==> src/rtl/alu_sequencer.sv <==
// Control sequencer for a 32-bit load/store datapath.
// It decodes ir[31:27] and steps IDLE/T0..T7/HALT, driving Moore datapath strobes.
module alu_sequencer #(
  parameter int CNT_W = 16
) (
  input  logic             clk,
  input  logic             clr,
  input  logic             run,
  input  logic [31:0]      ir,
  input  logic             mem_ready,
  output logic [4:0]       alu_op,
  output logic             pc_out,
  output logic             pc_in,
  output logic             inc_pc,
  output logic             mar_in,
  output logic             mem_read,
  output logic             mem_write,
  output logic             mdr_in,
  output logic             mdr_out,
  output logic             ir_in,
  output logic             y_in,
  output logic             z_in,
  output logic             zlo_out,
  output logic             zhi_out,
  output logic             hi_in,
  output logic             lo_in,
  output logic             gra,
  output logic             grb,
  output logic             grc,
  output logic             r_in,
  output logic             r_out,
  output logic             ba_out,
  output logic             c_out,
  output logic             busy,
  output logic             instr_done,
  output logic             illegal,
  output logic             halted,
  output logic [CNT_W-1:0] instr_count
);

  typedef enum logic [3:0] {
    S_IDLE, S_T0, S_T1, S_T2, S_T3, S_T4, S_T5, S_T6, S_T7, S_HALT
  } state_t;

  typedef enum logic [3:0] {
    C_RTYPE, C_IMM, C_MULDIV, C_NEGNOT, C_LOAD, C_LOADI, C_STORE, C_HALT, C_ILLEGAL
  } cls_t;

  state_t           state_q, state_d;
  state_t           next_instr;
  cls_t             cls;
  logic [CNT_W-1:0] cnt_q, cnt_d;
  logic             unused_ir;

  // Register fields are consumed by the datapath through gra/grb/grc, not here.
  assign unused_ir = ^ir[26:0];

  assign alu_op      = ir[31:27];
  assign busy        = (state_q != S_IDLE) && (state_q != S_HALT);
  assign halted      = (state_q == S_HALT);
  assign instr_count = cnt_q;
  assign cnt_d       = cnt_q + {{(CNT_W-1){1'b0}}, instr_done};
  assign next_instr  = run ? S_T0 : S_IDLE;

  always_comb begin
    cls = C_ILLEGAL;
    case (alu_op) inside
      5'd0:           cls = C_LOAD;
      5'd1:           cls = C_LOADI;
      5'd2:           cls = C_STORE;
      [5'd3:5'd11]:   cls = C_RTYPE;
      [5'd12:5'd14]:  cls = C_IMM;
      [5'd15:5'd16]:  cls = C_MULDIV;
      [5'd17:5'd18]:  cls = C_NEGNOT;
      5'd27:          cls = C_HALT;
      default:        cls = C_ILLEGAL;
    endcase
  end

  always_ff @(posedge clk or negedge clr) begin
    if (!clr) begin
      state_q <= S_IDLE;
      cnt_q   <= '0;
    end else begin
      state_q <= state_d;
      cnt_q   <= cnt_d;
    end
  end

  always_comb begin
    {pc_out, pc_in, inc_pc, mar_in, mem_read, mem_write, mdr_in, mdr_out,
     ir_in, y_in, z_in, zlo_out, zhi_out, hi_in, lo_in, gra, grb, grc,
     r_in, r_out, ba_out, c_out} = '0;
    instr_done = 1'b0;
    illegal    = 1'b0;
    state_d    = state_q;
    case (state_q)
      S_IDLE: if (run) state_d = S_T0;
      S_T0: begin
        {pc_out, mar_in, inc_pc, z_in} = '1;
        state_d = S_T1;
      end
      S_T1: begin
        {zlo_out, pc_in, mem_read, mdr_in} = '1;
        if (mem_ready) state_d = S_T2;
      end
      S_T2: begin
        {mdr_out, ir_in} = '1;
        state_d = S_T3;
      end
      S_T3: begin
        state_d = S_T4;
        case (cls)
          C_RTYPE, C_IMM:             {grb, r_out, y_in} = '1;
          C_MULDIV:                   {gra, r_out, y_in} = '1;
          C_NEGNOT:                   {grb, r_out, z_in} = '1;
          C_LOAD, C_LOADI, C_STORE:   {grb, ba_out, y_in} = '1;
          C_HALT:                     state_d = S_HALT;
          default: begin
            illegal = 1'b1;
            state_d = next_instr;
          end
        endcase
      end
      S_T4: begin
        state_d = S_T5;
        case (cls)
          C_RTYPE:                    {grc, r_out, z_in} = '1;
          C_IMM, C_LOAD, C_LOADI, C_STORE: {c_out, z_in} = '1;
          C_MULDIV:                   {grb, r_out, z_in} = '1;
          C_NEGNOT: begin
            {zlo_out, gra, r_in, instr_done} = '1;
            state_d = next_instr;
          end
          // ir changed under us mid-instruction: drop back to fetch quietly.
          default:                    state_d = next_instr;
        endcase
      end
      S_T5: begin
        state_d = S_T6;
        case (cls)
          C_RTYPE, C_IMM, C_LOADI: begin
            {zlo_out, gra, r_in, instr_done} = '1;
            state_d = next_instr;
          end
          C_MULDIV:                   {zlo_out, lo_in} = '1;
          C_LOAD, C_STORE:            {zlo_out, mar_in} = '1;
          default:                    state_d = next_instr;
        endcase
      end
      S_T6: begin
        state_d = S_T7;
        case (cls)
          C_MULDIV: begin
            {zhi_out, hi_in, instr_done} = '1;
            state_d = next_instr;
          end
          C_LOAD: begin
            {mem_read, mdr_in} = '1;
            if (!mem_ready) state_d = S_T6;
          end
          C_STORE:                    {gra, r_out, mdr_in} = '1;
          default:                    state_d = next_instr;
        endcase
      end
      S_T7: begin
        state_d = next_instr;
        case (cls)
          C_LOAD:  {mdr_out, gra, r_in, instr_done} = '1;
          C_STORE: begin
            mem_write  = 1'b1;
            instr_done = mem_ready;
            if (!mem_ready) state_d = S_T7;
          end
          default: ;
        endcase
      end
      S_HALT:  state_d = S_HALT;
      default: state_d = S_IDLE;
    endcase
  end

endmodule

==> config.mk <==
export PLATFORM = sky130hd
export DESIGN_NAME = alu_sequencer
export DESIGN_NICKNAME = d
export VERILOG_FILES = /design/src/rtl/alu_sequencer.sv
export SDC_FILE = /design/constraint.sdc
export NUM_CORES = 1
export LEC_CHECK = 0
export ABC_AREA = 1
export BUFFER_PORTS_ARGS = -buffer_cell sky130_fd_sc_hd__buf_2
export CORE_MARGIN = 2
export CORE_UTILIZATION = 48
export CTS_CLUSTER_DIAMETER = 50
export DETAILED_ROUTE_END_ITERATION = 7
export PLACE_DENSITY_LB_ADDON = 0.25
export SLEW_MARGIN = 40
export SYNTH_ARGS = -nofsm -noshare
export SYNTH_HDL_FRONTEND = slang
export SYNTH_SLANG_ARGS = --single-unit
export TNS_END_PERCENT = 100
==> constraint.sdc <==
create_clock -name clk -period 5.9 [get_ports clk]
set_input_delay 1.18 -clock clk [delete_from_list [all_inputs] [get_ports clk]]
set_output_delay 1.18 -clock clk [all_outputs]
set_load 0.02 [all_outputs]
==> results of run 1 <==
## metrics by stage
step / util, % / setup WS (ns) / area [um2] / hold WS [ns] / std cells
2_1_floorplan: - / 2.46 / 1520 / 0.578 / 205
3_3_place_gp: 59.3 / 2.33 / 1790 / 0.452 / 297
3_5_place_dp: 59.3 / 2.33 / 1790 / 0.462 / 297
4_1_cts: 61.0 / 2.33 / 1850 / 0.477 / 301
5_1_grt: 61.0 / 2.22 / 1850 / 0.484 / 301
6_report: 61.0 / 2.33 / 1850 / 0.475 / 301
## worst min-delay path by stage
stage / slack [ns] / endpoint / start / cells after the start
floorplan: 0.58 / instr_count[15] / instr_count[15] / 1
global route: 0.48 / instr_count[15] / instr_count[15] / 1
global placement: 0.45 / instr_count[15] / instr_count[15] / 1
finish: 0.47 / instr_count[15] / instr_count[15] / 1
CTS: 0.48 / instr_count[15] / instr_count[15] / 1
detailed placement: 0.46 / instr_count[15] / instr_count[15] / 1
## cell usage in the layout (no fill, tap or decap), types with 7 or more instances in the layout
cell     synthesis  routed
buf_2            0      55
inv_1           33      33
nand2_1         32      32
nor2_1          26      26
dfrtp_1         20      20
nand3_1         11      11
nand4_1          9       9
xor2_1           9       9
nand2_2          7       7
nand3_2          7       7
## layout make-up
class	instances	area, um2
inverter	35	131
tap	44	55.1
sequential	20	500
clock buffer	3	22.5
clock inverter	1	30.0
fill	309	1180
timing repair buffer	55	275
multi-input combinational	143	832
## registers in the layout, summed over array words and instances (netlist names)
| name | flops |
|---|---|
| instr_count | 16 |
| state_q | 4 |
## power by group
group	leakage, nW	switching (mW)	internal [mW]
Sequential	0.255	0.0244	0.161
Clock	0.0279	0.0413	0.0687
Combinational	0.776	0.204	0.0929
## worst max-delay path: cells and delay by family
family | cells | cell delay (ns)
simple gates | 5 | 0.70
buf+inv | 2 | 0.31
compound gates | 1 | 0.21
## per-layer routing
| metal | routed length (um) | global-route usage [%] | part of all wire, % | vias up |
|---|---|---|---|---|
| met1 | 1700 | 30.3 | 48 | 679 |
| met4 | 11 | 3.17 | 0.31 | 0 |
| met5 | 0 | 0 | 0 | - |
| li1 | - | - | - | 757 |
| met2 | 1620 | 29.5 | 46 | 46 |
| met3 | 216 | 3.46 | 6.1 | 3 |
## cell families after synthesis
group	synth area share (%)
AND/OR/NAND/NOR	36.6
flip-flops	33.0
buffers and inverters	12.1
adder cells (fa/ha/maj)	1.65
XOR/XNOR	8.58
AO/OA/AOI/OAI	8.00
==> run summary, run 1 <==
Dpl hpwl = 2910 um
Hold Path Class = flop to flop
Post-synth top cells = 33 x inv_1, 32 x nand2_1, 26 x nor2_1
CTS resizes = 0
Routed Antenna Nets = 0
Initial core utilization = 50.1%
IO Port Bufs = 55
IR drop worst, VDD = 215 uV
Post-Syn Area = 0.00152 mm2
TritonCTS Sinks = 20
WP data arrival = 2.39 ns
Critical Path End Type = output port
Die X = 60.2 um
CP max-delay cell = o21ai_1
Worst-Margin Slew = 0.428 ns
CTS H-tree lvls = 1
Outcome = complete, no violations
Yosys Warn Count = 0
Fmax = 280 MHz
Max cap viols = 0
Via/cell ratio = 4.93
Area grow syn2layout = 21.8%
CP peak stage delay = 0.21 ns
Crit path from = ir[29]
CTS tree = yes
Antenna violations before repair = 0
Routed length per instance = 11.8 um
Pre-Repair DR Iteration Count = 4
Critical Path End = instr_done
CTS Root Cell = clkbuf_4
Crit path launch type = input pin
Count leader, synth = inv_1
Sequential cell area fraction in the yosys report = 33.0%
Worst-path clk slew = 0.11 ns
Post-Syn Area per Cell = 7.40 um2
Final Setup Violations = 0
Largest net degree at the start of global routing = 21
Worst-case reg-to-reg path depth = 17
EDFF count, synth = 0
Fin crit share = 60.6%
Iteration-0 DRC Markers = 66
CP required = 4.72 ns
Gr usage total = 19.8%
Min Tclk post-route = 3.57 ns
Synth area leader = dfrtp_1
First-pass GRT wire length = 5540 um
TNS Setup = 0 ns
Pwr dens = 321 mW/mm2
Top cells by area, synth = dfrtp_1 33%, inv_1 8.2%, nand2_1 7.9%
Vias in the first global route = 1,262
Post-Synthesis Cells = 205
Inserted Diodes = 0
Total I/O pin count = 83
Final slew viol count = 0
Critical path fanouts, max = 7
Drt total wl = 3550 um
Unrepaired setup endpoints after global routing = false
Total power = 593 uW
Post-route DRC = 0
Critical path class = input pin to output port
Hold_buf cts = 0
Row count = 20
Reg2reg setup slack = 3.19 ns
Slew headroom = 71.5%
Vias post-DR = 1,485
Die area = 0.00362 mm2
Num CTS Buffers = 3
Net Count, Synth = 243
Synth top area share = 33.0%
Die H = 60.2 um
Static leakage = 1.06 nW
Total core area = 0.00303 mm2
Asr flop ratio synth = 100%
Most used DFF post-synth = dfrtp_1
RePlAce Congestion = 0.938
Global route total overflow = 0
Max Buffers Root-to-Sink = 2
Fraction of layout cells with a size suffix above 1 = 33.9%
Capture point of the worst reg-to-reg path = instr_count[12]
Postcts setup bufs = 0
Worst path cell trace = buf_2 > nor2_4 > nand2_2 > nand2_2 > nand2_1 > o21ai_1 > or2_1 > buf_2
Nets = 296
Reg2reg start = state_q[0]
Distinct cells, synth = 29
Final hold violations = 0
Yosys reg bits = 20
Clk_skew = 0.00858 ns
Worst skew pair latency = 0.30 ns
Note: power is estimated with default switching activity, not from simulation.
==> run 2: changes to the inputs <==
- CORE_UTILIZATION: 48 -> 40
- clock period: 5.9 -> 2.95 ns (I/O delays scaled with it)
==> run 2 against run 1 <==
  * Final area increased by 2.8%
  * Flip-flop and latch count unchanged
  * Worst hold slack got worse by 0.20 ns
  * Cell count increased by 2.3%
  * Clock skew decreased by 0.0044 ns
  * Setup slack got worse by 2.0 ns
  * Highest routed layer is now met3
==> run summary, run 2 (synthesized netlist as in run 1, its figures left out) <==
CTS Root Cell = clkbuf_8 (was clkbuf_4)
Crit path launch type = flop (was input pin)
Reg2reg setup slack = 0.37 ns (was 3.19 ns)
Max FFs per register = 16 (unchanged)
Die H = 65.6 um (was 60.2 um)
Vias post-DR = 1,454 (was 1,485)
CTS H-tree lvls = 1 (unchanged)
Hold Path Class = input pin to async pin (was flop to flop)
Total I/O pin count = 83 (unchanged)
Final Setup Violations = 0 (unchanged)
RePlAce Congestion = 0.878 (was 0.938)
Routed length per instance = 11.6 um (was 11.8 um)
Dpl hpwl = 2940 um (was 2910 um)
Pwr dens = 651 mW/mm2 (was 321 mW/mm2)
Reg2reg start = state_q[1] (was state_q[0])
Most common cell after layout, fill and taps aside = buf_2 (unchanged)
Gr usage total = 17.2% (was 19.8%)
CP required = 3.13 ns (was 4.72 ns)
Initial core utilization = 41.4% (was 50.1%)
Num CTS Buffers = 3 (unchanged)
Hold Worst Slack = 0.271 ns (was 0.475 ns)
Min Tclk post-route = 2.58 ns
IO Port Bufs = 55 (unchanged)
Fin crit share = 87.4%
Max cap viols = 0 (unchanged)
Worst-path clk slew = 0.08 ns (was 0.11 ns)
Critical path class = flop to flop (was input pin to output port)
Worst-case reg-to-reg path depth = 17 (unchanged)
Capture point of the worst reg-to-reg path = instr_count[12] (unchanged)
Inserted Diodes = 0 (unchanged)
Critical Path End Type = flop (was output port)
TritonCTS Sinks = 20 (unchanged)
Via/cell ratio = 4.72 (was 4.93)
Largest net degree at the start of global routing = 21 (unchanged)
Area grow syn2layout = 25.2% (was 21.8%)
First-pass GRT wire length = 5770 um (was 5540 um)
Worst-Margin Slew = 0.441 ns (was 0.428 ns)
Cell area after layout = 0.00190 mm2 (was 0.00185 mm2)
Routed Antenna Nets = 0 (unchanged)
Die X = 65.6 um (was 60.2 um)
Fmax = 388 MHz
Post-route DRC = 0 (unchanged)
Nets = 299 (was 296)
Max Buffers Root-to-Sink = 2 (unchanged)
Iteration-0 DRC Markers = 107 (was 66)
Cell Count Post-Placement = 304 (was 297)
DP Area = 0.00182 mm2 (was 0.00179 mm2)
WP data arrival = 2.76 ns (was 2.39 ns)
Critical path fanouts, max = 5 (was 7)
Drt total wl = 3570 um (was 3550 um)
CTS tree = yes (unchanged)
Postcts setup bufs = 0 (unchanged)
Non-Filler Instances = 308 (was 301)
Unrepaired setup endpoints after global routing = false (unchanged)
Pre-Repair DR Iteration Count = 4 (unchanged)
Fraction of layout cells with a size suffix above 1 = 35.0% (was 33.9%)
Die area = 0.00430 mm2 (was 0.00362 mm2)
Clk_skew = 0.00415 ns (was 0.00858 ns)
TNS Setup = 0 ns (unchanged)
IR drop worst, VDD = 209 uV (was 215 uV)
Slew headroom = 70.6% (was 71.5%)
Antenna violations before repair = 0 (unchanged)
Commonest non-fill, non-tap cells in the layout = 55 x buf_2, 33 x inv_1, 32 x nand2_1 (unchanged)
Worst skew pair latency = 0.25 ns (was 0.30 ns)
Final hold violations = 0 (unchanged)
Outcome = complete, no violations (unchanged)
Global route total overflow = 0 (unchanged)
Row count = 22 (was 20)
Vias in the first global route = 1,274 (was 1,262)
Static leakage = 1.08 nW (was 1.06 nW)
Total core area = 0.00366 mm2 (was 0.00303 mm2)
Final slew viol count = 0 (unchanged)
-- run 2: what timing repair did --
action	CTS	global route
endpoints found under the hold margin	0	0
setup endpoints to repair	0	1
gates resized for setup	0	1
hold buffers	0	0
-- run 2: worst max-delay path by stage --
| stage | to | from | slack (ns) |
|---|---|---|---|
| after floorplan | instr_count[12] | ir[29] | 0.1 |
| final | instr_count[12] | state_q[1] | 0.37 |
| after global routing | instr_count[12] | state_q[0] | 0.1 |
| after detailed placement | instr_count[12] | ir[29] | 0.14 |
| after CTS | instr_count[12] | state_q[1] | 0.25 |
| after global placement | instr_count[12] | ir[29] | 0.14 |
-- run 2: through the flow --
| stage | worst slack [ns] | utilization, % | power [mW] |
|---|---|---|---|
| 6_report | 0.372 | 51.8 | 1.24 |
| 2_1_floorplan | 0.0985 | - | 0.792 |
| 4_1_cts | 0.254 | 51.7 | 1.25 |
| 3_5_place_dp | 0.142 | 49.8 | 0.972 |
| 3_3_place_gp | 0.139 | 49.8 | 0.962 |
| 5_1_grt | 0.0956 | 51.8 | 1.32 |
-- run 2: area by class of cell --
| cell class | instances | area, um2 |
|---|---|---|
| clock buffer | 3 | 41.3 |
| clock inverter | 1 | 30.0 |
| fill | 369 | 1760 |
| inverter | 35 | 131 |
| multi-input combinational | 143 | 837 |
| sequential | 20 | 500 |
| tap | 48 | 60.1 |
| timing repair buffer | 58 | 298 |
-- run 2: where the power goes --
group | internal (mW) | total, mW | leakage, nW | switching (mW)
Clock | 0.181 | 0.270 | 0.0357 | 0.0891
Combinational | 0.187 | 0.595 | 0.790 | 0.408
Sequential | 0.323 | 0.371 | 0.255 | 0.0482
Total | 0.691 | 1.24 | 1.08 | 0.545
-- run 2: critical path: stages, from the launching register on --
cell,delay [ns]
dfrtp_1,0.42
inv_1,0.07
nand2_1,0.07
nor3_2,0.16
inv_1,0.10
nor2_1,0.15
inv_1,0.10
nand3_2,0.08
or2_1,0.13
ha_1,0.20
ha_1,0.21
nand3_2,0.11
nor2_2,0.14
nand2_2,0.09
nor2_4,0.11
nand3_2,0.10
nor2_2,0.10
xor2_1,0.15
-- run 2: metal layers --
metal,up-vias,track usage (%),wire length (um)
met5,-,0,0
met2,48,27.3,1640
met3,0,2.23,182
li1,766,-,-
met1,640,24.4,1740
met4,0,4.69,0
